[src/rtl/mem_access_ctrl_pkg.sv]
// Shared types and helpers for the memory-stage load/store sequencer.
package mem_access_ctrl_pkg;

  typedef logic [2:0] msize_t;

  localparam msize_t MSIZE1 = 3'd0;
  localparam msize_t MSIZE2 = 3'd1;
  localparam msize_t MSIZE4 = 3'd2;
  localparam msize_t MSIZE8 = 3'd3;

  typedef enum logic [1:0] {
    ST_IDLE,
    ST_ADDR,
    ST_DATA,
    ST_DONE
  } state_e;

  // Extend already-shifted load data according to the load flavour in funct3.
  function automatic logic [63:0] load_extend(input logic [2:0] funct3,
                                              input logic [63:0] data);
    logic [63:0] res;
    case (funct3)
      3'd0:    res = {{56{data[7]}}, data[7:0]};
      3'd1:    res = {{48{data[15]}}, data[15:0]};
      3'd2:    res = {{32{data[31]}}, data[31:0]};
      3'd4:    res = {56'd0, data[7:0]};
      3'd5:    res = {48'd0, data[15:0]};
      3'd6:    res = {32'd0, data[31:0]};
      default: res = data;
    endcase
    return res;
  endfunction

  function automatic logic is_misaligned(input logic [1:0] size_code,
                                         input logic [2:0] offset);
    logic bad;
    case (msize_t'({1'b0, size_code}))
      MSIZE1:  bad = 1'b0;
      MSIZE2:  bad = offset[0];
      MSIZE4:  bad = |offset[1:0];
      default: bad = |offset;
    endcase
    return bad;
  endfunction

endpackage

[src/rtl/mem_align.sv]
// Byte-lane alignment: store strobes/data placement and load shift/extension.
module mem_align
  import mem_access_ctrl_pkg::*;
(
  input  logic [2:0]  funct3,
  input  logic [2:0]  offset,
  input  logic [63:0] wdata,
  input  logic [63:0] rdata_raw,
  output logic [7:0]  strobe,
  output logic [63:0] store_data,
  output logic [63:0] load_data
);

  logic [7:0] base_mask;
  logic [5:0] bit_shift;

  always_comb begin
    base_mask = 8'hFF;
    case (funct3[1:0])
      2'd0:    base_mask = 8'h01;
      2'd1:    base_mask = 8'h03;
      2'd2:    base_mask = 8'h0F;
      default: base_mask = 8'hFF;
    endcase
  end

  assign bit_shift  = {offset, 3'b000};
  assign strobe     = base_mask << offset;
  assign store_data = wdata << bit_shift;
  assign load_data  = load_extend(funct3, rdata_raw >> bit_shift);

endmodule

[src/rtl/mem_access_ctrl.sv]
// Memory-stage load/store sequencer: runs one bus transaction per memory
// instruction and stalls the pipeline front until it completes.
module mem_access_ctrl
  import mem_access_ctrl_pkg::*;
(
  input  logic        clk,
  input  logic        reset,
  input  logic        mem_valid,
  input  logic        is_mem_read,
  input  logic        is_mem_write,
  input  logic [3:0]  mem_mode,
  input  logic [63:0] addr,
  input  logic [63:0] wdata,
  output logic        stall,
  output logic        resp_valid,
  output logic [63:0] rdata,
  output logic        misalign,
  output logic        dreq_valid,
  output logic [63:0] dreq_addr,
  output logic [2:0]  dreq_size,
  output logic [7:0]  dreq_strobe,
  output logic [63:0] dreq_data,
  input  logic        dresp_addr_ok,
  input  logic        dresp_data_ok,
  input  logic [63:0] dresp_data
);

  state_e      state_q, state_d;
  logic [63:0] addr_q, addr_d;
  logic [63:0] wdata_q, wdata_d;
  logic [2:0]  funct3_q, funct3_d;
  logic        write_q, write_d;
  logic [63:0] rdata_q, rdata_d;
  logic        misalign_q, misalign_d;

  logic        access;
  logic        is_write;
  logic        bad_funct3;
  logic        misaligned;
  logic [7:0]  strobe;
  logic [63:0] store_data;
  logic [63:0] load_data;

  assign access     = is_mem_read | is_mem_write;
  assign is_write   = mem_mode[3];
  assign bad_funct3 = is_write ? mem_mode[2] : (mem_mode[2:0] == 3'd7);
  assign misaligned = is_misaligned(mem_mode[1:0], addr[2:0]);

  mem_align u_align (
    .funct3     (funct3_q),
    .offset     (addr_q[2:0]),
    .wdata      (wdata_q),
    .rdata_raw  (dresp_data),
    .strobe     (strobe),
    .store_data (store_data),
    .load_data  (load_data)
  );

  always_ff @(posedge clk or negedge reset) begin
    if (!reset) begin
      state_q    <= ST_IDLE;
      addr_q     <= '0;
      wdata_q    <= '0;
      funct3_q   <= '0;
      write_q    <= 1'b0;
      rdata_q    <= '0;
      misalign_q <= 1'b0;
    end else begin
      state_q    <= state_d;
      addr_q     <= addr_d;
      wdata_q    <= wdata_d;
      funct3_q   <= funct3_d;
      write_q    <= write_d;
      rdata_q    <= rdata_d;
      misalign_q <= misalign_d;
    end
  end

  // DONE always returns to IDLE so the instruction still held on mem_valid
  // during its completion cycle cannot launch a second time.
  always_comb begin
    state_d    = state_q;
    addr_d     = addr_q;
    wdata_d    = wdata_q;
    funct3_d   = funct3_q;
    write_d    = write_q;
    rdata_d    = rdata_q;
    misalign_d = misalign_q;
    case (state_q)
      ST_IDLE: begin
        if (mem_valid && access) begin
          rdata_d = '0;
          if (misaligned || bad_funct3) begin
            misalign_d = 1'b1;
            state_d    = ST_DONE;
          end else begin
            misalign_d = 1'b0;
            addr_d     = addr;
            wdata_d    = wdata;
            funct3_d   = mem_mode[2:0];
            write_d    = is_write;
            state_d    = ST_ADDR;
          end
        end
      end
      ST_ADDR: begin
        if (dresp_addr_ok) begin
          if (dresp_data_ok) begin
            rdata_d = write_q ? '0 : load_data;
            state_d = ST_DONE;
          end else begin
            state_d = ST_DATA;
          end
        end
      end
      ST_DATA: begin
        if (dresp_data_ok) begin
          rdata_d = write_q ? '0 : load_data;
          state_d = ST_DONE;
        end
      end
      ST_DONE: state_d = ST_IDLE;
      default: state_d = ST_IDLE;
    endcase
  end

  // Reset gates stall so every output reads 0 while reset is held.
  assign stall       = reset & mem_valid & access & (state_q != ST_DONE);
  assign resp_valid  = (state_q == ST_DONE);
  assign misalign    = resp_valid & misalign_q;
  assign rdata       = rdata_q;
  assign dreq_valid  = (state_q == ST_ADDR);
  assign dreq_addr   = addr_q;
  assign dreq_size   = msize_t'({1'b0, funct3_q[1:0]});
  assign dreq_strobe = write_q ? strobe : 8'h00;
  assign dreq_data   = write_q ? store_data : 64'd0;

endmodule

[config.mk]
export PLATFORM = sky130hd
export DESIGN_NAME = mem_access_ctrl
export DESIGN_NICKNAME = d
export VERILOG_FILES = /design/src/rtl/mem_access_ctrl_pkg.sv /design/src/rtl/mem_align.sv /design/src/rtl/mem_access_ctrl.sv
export SDC_FILE = /design/constraint.sdc
export NUM_CORES = 1
export LEC_CHECK = 0
export CAP_MARGIN = 0
export CORE_ASPECT_RATIO = 1.75
export CORE_UTILIZATION = 41
export DETAILED_ROUTE_END_ITERATION = 10
export GPL_ROUTABILITY_DRIVEN = 0
export PLACE_DENSITY = 0.77
export SLEW_MARGIN = 25
export SYNTH_ARGS = -nofsm -noshare
export SYNTH_HDL_FRONTEND = slang
export SYNTH_SLANG_ARGS = --single-unit
[constraint.sdc]
create_clock -name clk -period 2.1 [get_ports clk]
set_input_delay 0.42 -clock clk [delete_from_list [all_inputs] [get_ports clk]]
set_output_delay 0.42 -clock clk [all_outputs]
set_load 0.1 [all_outputs]
==> summary.md, run 1 <==
| Metric | Value |
|---|---|
| Outcome | `complete, but fails checks` |
| Failing checks | `negative setup slack` |
| Antenna Cells | `0` |
| Final Util | `74.0%` |
| Critical Path Start Type | `flip-flop` |
| DR vias | `~11000` |
| CP Class | `flip-flop to primary output` |
| Placed Cells | `1914` |
| Reg2reg setup slack | `-0.34 ns` |
| Num CTS Buffers | `17` |
| Initial core utilization | `41.8%` |
| Vias in the first global route | `11961` |
| Core ar. | `27300 um2` |
| Final Hold Violating Endpoints | `0` |
| Fillcell total | `1753` |
| DRC | `0` |
| Final setup TNS | `-52.15 ns` |
| Buf/Inv on CP | `3` |
| Routed len/inst | `25.7 um` |
| CP Capture Type | `primary output` |
| Top-area cell type share of the netlist area | `43.6%` |
| Synthesized area | `11400 um2` |
| Slowest cell on the critical path | `dfrtp_4` |
| Worst min-delay path class | `input port to async pin` |
| Worst Path Arrival | `2.35 ns` |
| Worst-path maximum fanout | `8` |
| Post-synthesis sequential element count | `199` |
| PortBufs | `408` |
| H-Tree Level Count | `4` |
| Share of cells above drive strength 1 | `53.9%` |
| Gr usage total | `approximately 34%` |
| Antenna violations before repair | `1` |
| First DRT Iteration DRCs | `906` |
| Area leader, netlist | `dfrtp_1` |
| Main synth FF type | `dfrtp_1` |
| Largest net degree at the start of global routing | `105` |
| Die area | `28600 um2` |
| Fin crit period | `2.77 ns` |
| Worst Setup EP | `dreq_data[59]` |
| Unrepaired setup endpoints after global routing | `true` |
| WP data required | `1.68 ns` |
| Worst-Skew Late Latency | `0.46 ns` |
| Instance count on the critical path | `8` |
| Worst-margin pin slew | `0.573 ns` |
| Register area share after synthesis | `43.6%` |
| Synth cell types | `between 40 and 50` |
| I/O pin total | `410` |
| Clk buf depth | `2` |
| CTS Hold Buffers Added | `0` |
| CTS tree | `yes` |
| Root buffer cell | `clkbuf_16` |
| Number of synthesized flops with an enable pin | `0` |
| Synthesis Warnings | `0` |
| Synthesized area per cell | `roughly 11 um2` |
| Synthesized instance count | `1067` |
| Reg-to-reg critical path endpoint | `rdata[63]$_DFFE_PN0P_` |
| Ys async rst share | `100%` |
| Largest cells by area after synthesis | `dfrtp_1 (44%), mux2_2 (17%), mux2i_1 (9.6%)` |
| CP max stage delay | `0.59 ns` |
| F_max | `361 MHz` |
| HPWL Detailed | `36.0 mm` |
| Slew Limit Fails | `0` |
| Reg2Reg Depth | `9` |
| First-pass GRT wire length | `71.9 mm` |
| Final worst slack | `-0.668 ns` |
| Finished Layout Cells | `1986` |
| Worst r2r src | `dreq_addr[0]$_DFFE_PN0P_` |
| Syn nets | `1274` |
| Slew HR | `61.8%` |
| DIE WIDTH | `~130 um` |
| Antenna viol nets, final | `0` |
| CP top delay family | `flip-flops` |
| Critical Path Source | `dreq_addr[0]$_DFFE_PN0P_` |
| Crit-path cells | `buf_12, mux2_4, nor2_4, a21oi_2, mux2i_1, buf_4, nor2_4, buf_12` |
| Clk sinks | `around 200` |
| Initial DRT Pass Iterations | `5` |
| Fin Clk Skew | `0.0100 ns` |
| FP Rows | `80` |
| Area grow syn2layout | `77.0%` |
| CTS clk-pin slew, worst paths | `0.07 ns` |
| Vias per cell | `5.76` |
| Setup Viol. Count Final | `132` |
| Number of max-cap violations | `0` |
| Die Span Y | `roughly 220 um` |
| Routed wire length | `between 50 and 60 mm` |
| Fin crit share | `132%` |
| Nets | `1811` |
| Grt ovf | `0` |
-- worst min path at each step --
stage	from	endpoint	slack (ns)	cells after the start
detailed placement	rdata[4]$_DFFE_PN0P_	rdata[4]$_DFFE_PN0P_	0.47	2
global placement	rdata[0]$_DFFE_PN0P_	rdata[0]$_DFFE_PN0P_	0.46	2
finish	reset	rdata[23]$_DFFE_PN0P_	0.13	2
CTS	reset	rdata[23]$_DFFE_PN0P_	0.11	2
global route	reset	rdata[23]$_DFFE_PN0P_	0.16	2
floorplan	reset	dreq_addr[10]$_DFFE_PN0P_	0.12	0
-- sequential cells by signal (all words and copies together), names as in the netlist --
signal      cells
rdata          64
dreq_addr      64
misalign_q      1
funct3_q        3
wdata_q        64
state_q         2
write_q         1
-- area by class of cell --
class	count	area, um2	share of cell area [%]
Timing Repair Buffer	608	6670	33.0
Inverter	8	32.5	0.161
Multi-Input combinational cell	770	7490	37.0
Sequential cell	199	4990	24.7
Clock inverter	10	109	0.538
Tap cell	369	462	2.28
Clock buffer	22	474	2.34
-- layer usage --
layer,vias to the layer above,share of wire (%),global-route usage [%]
met2,647,53,62.3
met3,231,6.8,7.25
met5,-,0,0
met4,0,9.0,26.3
li1,4933,-,-
met1,5635,32,33.6
-- kinds of logic after synthesis --
family                   synth area share, %
multiplexers                            29.7
AND/OR/NAND/NOR                         9.29
AO/OA/AOI/OAI                           12.8
flip-flops                              43.6
buffers and inverters                   4.16
adder cells (fa/ha/maj)                0.438
other                                 0.0328
-- cell usage in the layout (no fill, tap or decap), drive strengths merged, types with 3 or more instances in the layout --
master,n
o21ai,126
and2,11
inv,12
nand2b,6
clkinv,5
ha,4
clkbuf,23
a21oi,18
mux2i,110
a22oi,15
o211ai,16
o22a,8
nor2b,4
or2,4
nor4,3
a211oi,7
dfrtp,199
mux2,173
o22ai,17
clkdlybuf4s50,201
nand2,140
nor3b,10
mux4,15
nor3,6
o221ai,8
nor2,54
buf,404
-- synthesized netlist by cell type (8+ instances only) --
cell type / number
o21ai_0: 85
o221ai_1: 8
a21oi_1: 18
nand2_1: 140
mux2_2: 172
dfrtp_1: 199
o22ai_1: 17
clkbuf_1: 44
a22oi_1: 15
mux4_2: 15
o211ai_1: 16
o21ai_2: 30
nor3b_1: 10
o22a_1: 8
mux2i_1: 110
buf_2: 32
nor2_1: 53
o21ai_1: 11
and2_1: 11
-- repair_timing --
action,CTS,global route
setup endpoints to repair,132,224
gates cloned,7,0
resized for setup,119,156
buffers inserted,24,13
pin swaps,40,31
-- through the flow --
stage	setup WS [ns]	hold slack [ns]	cell area, um2
after floorplan	-0.914	0.124	12300
after detailed placement	-0.315	0.469	18200
after global placement	-0.303	0.465	18200
after CTS	-0.627	0.106	19600
after global routing	-0.757	0.164	20200
final	-0.668	0.126	20200
Power of run 1 is left out: the tool's default activity adds up to more than one toggle a clock period on the data nets, which glitch-free logic cannot reach.
==> run 2: changes to the inputs <==
--- a/config.mk
+++ b/config.mk
@@ -5,12 +5,13 @@
 export SDC_FILE = /design/constraint.sdc
 export NUM_CORES = 1
 export LEC_CHECK = 0
+export ABC_AREA = 1
 export CAP_MARGIN = 0
 export CORE_ASPECT_RATIO = 1.75
-export CORE_UTILIZATION = 41
+export CORE_UTILIZATION = 42
 export DETAILED_ROUTE_END_ITERATION = 10
 export GPL_ROUTABILITY_DRIVEN = 0
-export PLACE_DENSITY = 0.77
+export PLACE_DENSITY = 0.78
 export SLEW_MARGIN = 25
 export SYNTH_ARGS = -nofsm -noshare
 export SYNTH_HDL_FRONTEND = slang
==> run 2 against run 1 <==
The flow still finishes with violations (negative setup slack). Die area increased by 1.6%. Worst setup slack improved by 0.16 ns. Sequential cell count unchanged. Non-clock buffer count decreased by 45. Global-route usage increased by 0.94 points. Clock skew decreased by 0.0016 ns. Synthesized cell count increased by 61%. Via count increased by 27%. Fmax increased by 6.2%. Critical path depth decreased by 1. Final cell count increased by 29%. Area after synthesis increased by 4.1%.
==> summary.md, run 2 <==
| Metric | Value |
|---|---|
| Outcome | `complete, but fails checks` |
| Failing checks | `negative setup slack` |
| Worst-path maximum fanout | `7` |
| Antenna violations before repair | `0` |
| Die Span Y | `225 um` |
| Fillcell total | `1975` |
| Slew Limit Fails | `0` |
| Cell area after layout | `20400 um2` |
| Slew HR | `59.0%` |
| Vias per cell | `5.66` |
| Dpl cell area | `18400 um2` |
| Routed wire length | `55.3 mm` |
| GRT Max-Usage Layer | `met2` |
| Grt ovf | `0` |
| Met3 global-route usage | `under 10%` |
| Num CTS Buffers | `17` |
| Fin Clk Skew | `0.00844 ns` |
| CP Capture Type | `primary output` |
| First-pass GRT wire length | `around 76 mm` |
| H-Tree Level Count | `4` |
| Area grow syn2layout | `71.4%` |
| Worst min-delay path class | `input port to async pin` |
| Register area share after synthesis | `a little over two fifths` |
| Gr usage total | `35.4%` |
| HPWL Detailed | `37.5 mm` |
| Number of synthesized flops with an enable pin | `0` |
| DIE WIDTH | `129 um` |
| Largest cells by area after synthesis | `dfrtp_1 (42%), nand2_1 (19%), o21ai_0 (8.2%)` |
| Synth cell count leaders | `nand2_1 (609), dfrtp_1 (199), o21ai_0 (196)` |
| Final worst slack | `-0.506 ns` |
| Top-area cell type share of the netlist area | `41.9%` |
| Clk sinks | `199` |
| Worst Path Arrival | `2.19 ns` |
| WP data required | `1.68 ns` |
| Nets | `about 2400` |
| First DRT Iteration DRCs | `1711` |
| Largest net degree at the start of global routing | `107` |
| DRC | `0` |
| Antenna Cells | `0` |
| Share of cells above drive strength 1 | `29.1%` |
| Most common cell after layout, fill and taps aside | `nand2_1` |
| Final Util | `73.2%` |
| Core ar. | `~28000 um2` |
| Synthesis Warnings | `0` |
| DR vias | `14543` |
| CP Class | `flip-flop to primary output` |
| Synth cell types | `38` |
| CTS tree | `yes` |
| Area leader, netlist | `dfrtp_1` |
| Synthesized area per cell | `6.90 um2` |
| Worst-margin pin slew | `0.615 ns` |
| Worst-Skew Late Latency | `0.47 ns` |
| F_max | `approximately 380 MHz` |
| Root buffer cell | `clkbuf_16` |
| Main synth FF type | `dfrtp_1` |
| M2 GR Usage | `62.2%` |
| Met1 Use GR | `between 30 and 40%` |
| Ys async rst share | `100%` |
| Final setup TNS | `-27.04 ns` |
| Die area | `a little under 30000 um2` |
| Setup Viol. Count Final | `94` |
| Post-synthesis sequential element count | `199` |
| Vias in the first global route | `13855` |
| Critical Path Start Type | `flip-flop` |
| Syn nets | `approximately 1900` |
| Clk buf depth | `2` |
| Antenna viol nets, final | `0` |
| FP Rows | `81` |
| Fin crit period | `2.61 ns` |
| Final Hold Violating Endpoints | `0` |
| CTS Hold Buffers Added | `0` |
| Reg2reg setup slack | `-0.11 ns` |
| CTS clk-pin slew, worst paths | `0.08 ns` |
| Initial DRT Pass Iterations | `7` |
| Unrepaired setup endpoints after global routing | `true` |
| Fin crit share | `124%` |
| Number of max-cap violations | `0` |
| PortBufs | `408` |
| Initial core utilization | `42.7%` |
| Most frequent cells in the layout | `nand2_1 (564), buf_4 (218), clkdlybuf4s50_1 (201)` |
| I/O pin total | `410` |
| Synthesized instance count | `1723` |
| Routed len/inst | `21.5 um` |
| Synthesized area | `11900 um2` |
| Cell with the most instances after synthesis | `nand2_1` |
## run 2: cell types whose count changed in the layout (fill, tap and decap cells not counted), moves of 36 or more
cell,previous run,this run
o21ai_2,57,21
nand3_1,0,131
inv_1,6,171
a21oi_1,11,60
nand2_1,116,564
mux2i_1,72,7
o21ai_0,29,144
mux2_2,157,0
## run 2: path summary, 6_finish.rpt
check	startpoint	to	cells past startpoint
setup reg to reg	dreq_addr[2]$_DFFE_PN0P_	rdata[62]$_DFFE_PN0P_	8
hold reg to reg	rdata[59]$_DFFE_PN0P_	rdata[59]$_DFFE_PN0P_	2
hold / removal	reset	wdata_q[45]$_DFFE_PN0P_	2
setup / recovery	dreq_addr[0]$_DFFE_PN0P_	dreq_data[37]	7
min in group clk	rdata[59]$_DFFE_PN0P_	rdata[59]$_DFFE_PN0P_	2
max in group asynchronous	reset	dreq_addr[0]$_DFFE_PN0P_	2
## run 2: through the flow
step                std cells  worst slack [ns]  hold slack (ns)
floorplan                1723            -0.301            0.124
global placement         2484           -0.0823            0.469
detailed placement       2484           -0.0897            0.473
CTS                      2528            -0.445            0.131
global route             2570            -0.536            0.128
finish                   2570            -0.506            0.115
## run 2: kinds of logic (layout without fill, tap and decap cells)
| family | Yosys count | in the layout | share of synthesized area [%] |
|---|---|---|---|
| mux | 17 | 17 | 1.43 |
| buf+inv | 308 | 780 | 11.6 |
| flops | 199 | 199 | 41.9 |
| fa+ha+maj | 4 | 4 | 0.421 |
| other cells | 1 | 1 | 0.0315 |
| compound gates | 371 | 371 | 16.4 |
| simple gates | 823 | 825 | 28.3 |
## run 2: routing by layer
metal,vias to the layer above,share of wire (%)
li1,6450,-
met3,323,8.8
met4,0,9.3
met5,-,0
met2,986,51
met1,6784,31
## run 2: layout make-up
cell class	instances	area (um2)	area share (%)
repair inverters	1	8.76	0.0429
clock inverters	14	158	0.773
well taps	373	467	2.29
multi-input cells	1218	7140	35.0
clock buffers	18	439	2.15
flip-flops and latches	199	4990	24.5
repair buffers	563	6460	31.7
inverters	184	727	3.56
## run 2: critical path, stage by stage (launching register included)
cell and delay (ns):
dfrtp_4 0.51, buf_12 0.19, clkbuf_16 0.18, mux2i_1 0.27, nand2_1 0.13, nand2_2 0.15, o22ai_4 0.09, buf_12 0.17
## run 2: timing repair
action | CTS | global route
pin swaps | 24 | 47
endpoints found under the setup margin | 75 | 133
buffers inserted | 10 | 31
gates resized for setup | 40 | 141
cloned | 3 | 15
Power of run 2 is left out for the same reason.
==> run 3: changes to the inputs <==
--- a/config.mk
+++ b/config.mk
@@ -9,8 +9,10 @@
 export CAP_MARGIN = 0
 export CORE_ASPECT_RATIO = 1.75
 export CORE_UTILIZATION = 42
+export CTS_CLUSTER_SIZE = 40
 export DETAILED_ROUTE_END_ITERATION = 10
 export GPL_ROUTABILITY_DRIVEN = 0
+export HOLD_SLACK_MARGIN = 0.05
 export PLACE_DENSITY = 0.78
 export SLEW_MARGIN = 25
 export SYNTH_ARGS = -nofsm -noshare
==> results of run 3 <==
No change in the layout: final DEF, timing and power equal those of run 2.
Power of run 3 is left out for the same reason.
